File: config.mk
export PLATFORM = sky130hd
export DESIGN_NAME = rom_prog_loader
export DESIGN_NICKNAME = d
export VERILOG_FILES = /design/src/rtl/rom_prog_loader_pkg.sv /design/src/rtl/rom_prog_loader_byte_packer.sv /design/src/rtl/rom_prog_loader.sv
export SDC_FILE = /design/constraint.sdc
export NUM_CORES = 1
export LEC_CHECK = 0
export CAP_MARGIN = 20
export CORE_MARGIN = 4
export CORE_UTILIZATION = 30
export CTS_CLUSTER_DIAMETER = 150
export DETAILED_ROUTE_END_ITERATION = 16
export GPL_ROUTABILITY_DRIVEN = 0
export GPL_TIMING_DRIVEN = 0
export MAX_ROUTING_LAYER = met4
export PLACE_DENSITY = 0.52
export SLEW_MARGIN = 20
export SYNTH_ARGS = -nofsm -noshare
export SYNTH_HDL_FRONTEND = slang
export SYNTH_SLANG_ARGS = --single-unit
File: constraint.sdc
create_clock -name clk_100MHz -period 5.3 [get_ports clk_100MHz]
set_input_delay 1.06 -clock clk_100MHz [delete_from_list [all_inputs] [get_ports clk_100MHz]]
set_output_delay 1.06 -clock clk_100MHz [all_outputs]
set_load 0.01 [all_outputs]
File: src/rtl/rom_prog_loader_pkg.sv
// Shared types and constants for the ROM program loader.
// Loader FSM state encodings plus memory sizing and fill constants.
package rom_prog_loader_pkg;

    typedef enum logic [1:0] {
        LDR_IDLE    = 2'd0,
        LDR_COLLECT = 2'd1,
        LDR_WRITE   = 2'd2,
        LDR_DONE    = 2'd3
    } ldr_state_t;

    localparam int unsigned MEM_DEEPTH = 4096;
    localparam logic [31:0] ZERO_WORD  = '0;

endpackage

File: src/rtl/rom_prog_loader_byte_packer.sv
// Packs an 8-bit byte stream into 32-bit little-endian words.
// word_valid flags the cycle in which the fourth byte of a word is accepted.
module rom_prog_loader_byte_packer
    import rom_prog_loader_pkg::*;
(
    input  logic        clk_100MHz,
    input  logic        rst,
    input  logic        clear,
    input  logic        byte_en,
    input  logic [7:0]  byte_data,
    output logic [31:0] word,
    output logic        word_valid
);

    logic [1:0] idx_q;

    always_ff @(posedge clk_100MHz) begin
        if (rst || clear) begin
            idx_q <= '0;
            word  <= ZERO_WORD;
        end else if (byte_en) begin
            idx_q <= idx_q + 2'd1;
            case (idx_q)
                2'd0:    word[7:0]   <= byte_data;
                2'd1:    word[15:8]  <= byte_data;
                2'd2:    word[23:16] <= byte_data;
                default: word[31:24] <= byte_data;
            endcase
        end
    end

    assign word_valid = byte_en && (idx_q == 2'd3);

endmodule

File: src/rtl/rom_prog_loader.sv
// Loads a byte stream into consecutive instruction-ROM words, holding the CPU
// for the whole session and keeping a running checksum of the words written.
module rom_prog_loader
    import rom_prog_loader_pkg::*;
#(
    parameter int unsigned ADDR_W = 32,
    parameter int unsigned DEPTH  = MEM_DEEPTH,
    parameter int unsigned LEN_W  = 16
) (
    input  logic              clk_100MHz,
    input  logic              rst,
    input  logic              start_i,
    input  logic [ADDR_W-1:0] base_addr_i,
    input  logic [LEN_W-1:0]  len_i,
    input  logic              byte_valid_i,
    input  logic [7:0]        byte_data_i,
    output logic              byte_ready_o,
    output logic              rom_w_ena_o,
    output logic [ADDR_W-1:0] rom_w_addr_o,
    output logic [31:0]       rom_w_data_o,
    output logic              cpu_hold_o,
    output logic              busy_o,
    output logic              done_o,
    output logic              err_o,
    output logic [31:0]       checksum_o
);

    localparam int unsigned SUM_W = ((ADDR_W > LEN_W) ? ADDR_W : LEN_W) + 1;

    ldr_state_t        state_q, state_d;
    logic [ADDR_W-1:0] base_q;
    logic [LEN_W-1:0]  len_q;
    logic [LEN_W-1:0]  word_idx_q;
    logic [LEN_W-1:0]  words_next;
    logic [SUM_W-1:0]  end_word;
    logic              start_seen, start_bad, start_ok, start_rej;
    logic              byte_accept;
    logic              pack_clear;
    logic [31:0]       packed_word;
    logic              word_valid;

    // Bounds check runs one bit wider than either operand so the sum cannot wrap.
    assign end_word   = SUM_W'(base_addr_i[ADDR_W-1:2]) + SUM_W'(len_i);
    assign start_seen = start_i && (state_q == LDR_IDLE);
    assign start_bad  = (len_i == '0) || (base_addr_i[1:0] != 2'b00) ||
                        (end_word > SUM_W'(DEPTH));
    assign start_ok   = start_seen && !start_bad;
    assign start_rej  = start_seen && start_bad;
    assign words_next = word_idx_q + LEN_W'(1);

    assign byte_accept = byte_valid_i && byte_ready_o;
    assign pack_clear  = start_ok;

    rom_prog_loader_byte_packer u_packer (
        .clk_100MHz (clk_100MHz),
        .rst        (rst),
        .clear      (pack_clear),
        .byte_en    (byte_accept),
        .byte_data  (byte_data_i),
        .word       (packed_word),
        .word_valid (word_valid)
    );

    always_ff @(posedge clk_100MHz) begin
        if (rst) begin
            state_q    <= LDR_IDLE;
            base_q     <= '0;
            len_q      <= '0;
            word_idx_q <= '0;
            checksum_o <= '0;
            err_o      <= 1'b0;
        end else begin
            state_q <= state_d;
            err_o   <= start_rej;
            if (start_ok) begin
                base_q     <= base_addr_i;
                len_q      <= len_i;
                word_idx_q <= '0;
                checksum_o <= '0;
            end else if (state_q == LDR_WRITE) begin
                word_idx_q <= words_next;
                checksum_o <= checksum_o + packed_word;
            end
        end
    end

    always_comb begin
        state_d      = state_q;
        byte_ready_o = 1'b0;
        rom_w_ena_o  = 1'b0;
        rom_w_addr_o = '0;
        rom_w_data_o = ZERO_WORD;
        busy_o       = 1'b0;
        cpu_hold_o   = 1'b0;
        done_o       = 1'b0;
        case (state_q)
            LDR_IDLE: begin
                if (start_ok) state_d = LDR_COLLECT;
            end
            LDR_COLLECT: begin
                busy_o       = 1'b1;
                cpu_hold_o   = 1'b1;
                byte_ready_o = 1'b1;
                if (word_valid) state_d = LDR_WRITE;
            end
            LDR_WRITE: begin
                busy_o       = 1'b1;
                cpu_hold_o   = 1'b1;
                rom_w_ena_o  = 1'b1;
                rom_w_addr_o = base_q + ADDR_W'({word_idx_q, 2'b00});
                rom_w_data_o = packed_word;
                state_d      = (words_next < len_q) ? LDR_COLLECT : LDR_DONE;
            end
            LDR_DONE: begin
                busy_o     = 1'b1;
                cpu_hold_o = 1'b1;
                done_o     = 1'b1;
                state_d    = LDR_IDLE;
            end
            default: state_d = LDR_IDLE;
        endcase
    end

endmodule

==> flow_results.xml <==
<?xml version="1.0" encoding="UTF-8"?>
<metrics>
  <group name="sta">
    <metric name="slew_headroom" unit="%">41.0</metric>
    <metric name="drv_slew" unit="">0</metric>
    <metric name="period_share" unit="%">94.8</metric>
    <metric name="setup-violations-final" unit="">0</metric>
    <metric name="fin_worst_skew" unit="ns">0.0123</metric>
    <metric name="worst-slew-pin-transition" unit="ns">0.874</metric>
    <metric name="finalWorstPathRequiredPeriod" unit="ns">5.02</metric>
    <metric name="max_freq" unit="GHz">0.199</metric>
    <metric name="hold-worst-slack" unit="ns">0.448</metric>
    <metric name="hold_viol" unit="">0</metric>
    <metric name="rsz0062_at_grt" unit="">false</metric>
  </group>
  <group name="synth">
    <metric name="synth.ff_latch_count" unit="">133</metric>
    <metric name="dominantRegCellSynth" unit="">sky130_fd_sc_hd__dfxtp_1</metric>
    <metric name="netlist_instances" unit="">1231</metric>
    <metric name="post-synth-top-count-cell" unit="">sky130_fd_sc_hd__nor2_1</metric>
    <metric name="ys_types" unit="">67</metric>
    <metric name="postSynth.asyncResetShare" unit="%">0</metric>
    <metric name="post_synth_edffs" unit="">0</metric>
    <metric name="synth_commonest_cells" unit="">sky130_fd_sc_hd__nor2_1 (154), sky130_fd_sc_hd__nand2_1 (145), sky130_fd_sc_hd__dfxtp_1 (133)</metric>
    <metric name="synth.top_cells.by_area" unit="">sky130_fd_sc_hd__dfxtp_1 (28%), sky130_fd_sc_hd__ha_1 (11%), sky130_fd_sc_hd__nor2_1 (6.0%)</metric>
    <metric name="syn_area" unit="µm²">9570</metric>
    <metric name="postSynthNetCount" unit="">1377</metric>
    <metric name="syn_avg_cell_area" unit="µm²">7.78</metric>
    <metric name="synthDominantCellAreaShare" unit="%">27.8</metric>
    <metric name="synth.yosys.seq_area_share" unit="%">27.8</metric>
    <metric name="synth_top_cell_by_area" unit="">sky130_fd_sc_hd__dfxtp_1</metric>
    <metric name="synth-warning-count" unit="">0</metric>
  </group>
  <group name="clock_tree">
    <metric name="htreeDepth" unit="">4</metric>
    <metric name="tritoncts.num_buffers" unit="">17</metric>
    <metric name="clkSinkCount" unit="">133</metric>
    <metric name="cts.hold.buffers_added" unit="">0</metric>
    <metric name="clk_pin_slew" unit="ns">0.06</metric>
    <metric name="tritoncts" unit="">done</metric>
    <metric name="worst_skew_pair.late_latency" unit="ns">0.42</metric>
    <metric name="root_buffer" unit="">sky130_fd_sc_hd__clkbuf_16</metric>
    <metric name="clk_path_buf_depth" unit="">2</metric>
  </group>
  <group name="grt">
    <metric name="wire_length_of_the_first_global_routing_pass" unit="µm">50500</metric>
    <metric name="grt_antenna_before_repair" unit="">0</metric>
    <metric name="grt_pass1_vias" unit="">9088</metric>
    <metric name="grt_max_degree" unit="">17</metric>
    <metric name="gr-usage-all-layers" unit="%">18.5</metric>
    <metric name="grt_overflow_total" unit="">0</metric>
  </group>
  <group name="place">
    <metric name="place_hpwl" unit="µm">25000</metric>
    <metric name="place.port_buffers" unit="">160</metric>
  </group>
  <group name="setup_path">
    <metric name="r2r_slack" unit="ns">1.85</metric>
    <metric name="critical_path.cell_chain" unit="">ha_1 &gt; a21o_1 &gt; a21o_1 &gt; a2111oi_0 &gt; buf_2 &gt; o311ai_1 &gt; a2111oi_1 &gt; nor3_2 &gt; and2_1 &gt; o2111ai_1 &gt; xor2_1 &gt; nor2_1 &gt; clkdlybuf4s50_1</metric>
    <metric name="crit_slowest_cell" unit="">sky130_fd_sc_hd__clkdlybuf4s50_1</metric>
    <metric name="critPathKind" unit="">flip-flop to primary output</metric>
    <metric name="max_stage_delay" unit="ns">0.55</metric>
    <metric name="critical_path_end_type" unit="">primary output</metric>
    <metric name="worst_path_most_repeated_cell" unit="">sky130_fd_sc_hd__a21o_1</metric>
    <metric name="cp_num_buf_inv" unit="">2</metric>
    <metric name="critical_path_peak_fanout" unit="">3</metric>
    <metric name="worst-endpoint-required" unit="ns">4.24</metric>
    <metric name="crit_path_start_kind" unit="">flip-flop</metric>
    <metric name="worstPathArrival" unit="ns">3.96</metric>
    <metric name="dominant_delay_contributor_by_cell_family_on_the_critical_path" unit="">compound AO/OA/AOI/OAI gates</metric>
  </group>
  <group name="floorplan">
    <metric name="top_level_ports" unit="">162</metric>
    <metric name="dieArea" unit="µm²">34800</metric>
    <metric name="dieHeight" unit="µm">187</metric>
    <metric name="rows" unit="">65</metric>
    <metric name="design.core.area" unit="µm²">31600</metric>
    <metric name="initial_utilization" unit="%">30.3</metric>
    <metric name="die_width" unit="µm">187</metric>
  </group>
  <group name="pwr">
    <metric name="share_seq_of_total_power" unit="%">40.3</metric>
    <metric name="ir_worst_vdd" unit="mV">0.171</metric>
    <metric name="swShare" unit="%">24.6</metric>
    <metric name="p_switching" unit="µW">610</metric>
    <metric name="total_power" unit="µW">2480</metric>
    <metric name="share_comb_of_total_power" unit="%">10.1</metric>
    <metric name="static-leakage-power" unit="µW">0.00468</metric>
    <metric name="power_per_cell_area" unit="nW/µm²">201</metric>
    <metric name="power.clock.fraction" unit="%">49.7</metric>
    <metric name="internal_power" unit="µW">1870</metric>
  </group>
  <group name="drt">
    <metric name="drt_wl_total" unit="µm">31900</metric>
    <metric name="remaining_drc_errors" unit="">0</metric>
    <metric name="dr.first_iter.drc_count" unit="">607</metric>
    <metric name="drt-wirelength-per-cell" unit="µm">17.4</metric>
    <metric name="first_pass_iters" unit="">5</metric>
    <metric name="postRouteAntennaNets" unit="">0</metric>
    <metric name="routed-via-count" unit="">9251</metric>
    <metric name="detail_route.vias_per_cell" unit="">5.06</metric>
  </group>
  <group name="min_path">
    <metric name="worstHoldPathType" unit="">flip-flop to flip-flop</metric>
  </group>
  <group name="job">
    <metric name="cap_viol_max_count" unit="">0</metric>
  </group>
  <group name="cells_and_area">
    <metric name="fillerInstances" unit="">3286</metric>
    <metric name="relative_area_change_from_synthesis_to_final_layout" unit="%">29.2</metric>
    <metric name="layout-drive-gt1-share" unit="%">5.68</metric>
    <metric name="n_antenna_cell" unit="">0</metric>
    <metric name="nets_finish" unit="">1560</metric>
  </group>
  <group name="outcome">
    <metric name="status" unit="">completed</metric>
  </group>
</metrics>
## sequential cells by signal (all words and copies together), names as in the netlist
signal and flops:
u_packer.word 32, u_packer.idx_q 2, checksum_o 32, state_q 2, base_q 32, word_idx_q 16
err_o 1, len_q 16
## worst paths after layout
check | depth (start not counted) | endpoint | from
max reg2reg | 13 | checksum_o[30] | u_packer.word[0]
min | 1 | base_q[0] | base_q[0]
max | 13 | rom_w_addr_o[21] | base_q[3]
min reg2reg | 1 | base_q[0] | base_q[0]
## metal layers
| metal | wire, µm | track usage [%] | part of all wire (%) | up-vias |
|---|---|---|---|---|
| met5 | 0 | - | 0 | - |
| met4 | 533 | 4.07 | 1.7 | 0 |
| met3 | 1460 | 3.91 | 4.6 | 25 |
| met2 | 14400 | 29.0 | 45 | 194 |
| met1 | 15500 | 24.9 | 48 | 4314 |
| li1 | - | - | - | 4718 |
## stage by stage
step	area (µm²)	setup TNS, ns	cells	utilization (%)	setup WS, ns
floorplan	9570	0	1231	-	1.20
global placement	11700	-1.76	1793	37.0	-0.309
detailed placement	11700	-2.82	1794	37.0	-0.0827
CTS	12300	0	1827	39.0	0.0183
global route	12400	0	1829	39.2	0.0177
finish	12400	0	1829	39.2	0.278
## layout make-up
class / instances / area [µm²] / share of cell area, %
multi-input combinational: 1009 / 6530 / 52.8
sequential: 133 / 2670 / 21.5
timing repair buffer: 164 / 1630 / 13.2
tap: 402 / 503 / 4.07
clock buffer: 20 / 457 / 3.69
buffer: 52 / 290 / 2.35
clock inverter: 12 / 154 / 1.24
inverter: 37 / 139 / 1.12
## power groups by stage
stage	logic (µW)	clock network (µW)	registers [µW]
global route	274	1310	999
global placement	246	0	1020
floorplan	139	0	1020
CTS	249	1260	1000
finish	250	1230	1000
detailed placement	247	0	1020
## cell usage in the layout, fill, tap and decap left out, drive strengths merged, types with 5 or more instances in the layout
cell type      instances
or2                    9
o211ai                 6
nand4                 13
a211o                  6
nand2b                11
clkinv                 6
a2111oi                6
a211oi                18
or3                    8
a21oi                116
a31oi                  8
nand3                 38
buf                   32
o21a                  16
nor2                 154
clkdlybuf4s50        158
inv                   37
clkbuf                44
nor4                   8
o21ai                 41
mux2i                 38
dfxtp                133
ha                    83
and3                  14
o2111ai                6
nor2b                  6
nor3                  29
nand3b                 6
o31ai                  5
o21bai                 5
and2                  60
nand2                145
xnor2                 49
a21o                  27
xor2                  28
## kinds of logic after synthesis
family          count (synthesis)  share of synthesized area [%]
xor+xnor                       77                           7.05
flops                         133                           27.8
compound gates                292                           19.7
fa+ha+maj                      86                           11.5
mux                            38                           3.97
simple gates                  516                           25.5
buf+inv                        89                           4.48
## what timing repair did
item	CTS	global route
endpoints found under the setup margin	12	14
gates cloned	0	0
resized for setup	4	11
pin swaps	2	1
buffers inserted	1	2
Power figures use the tool's default switching activity.
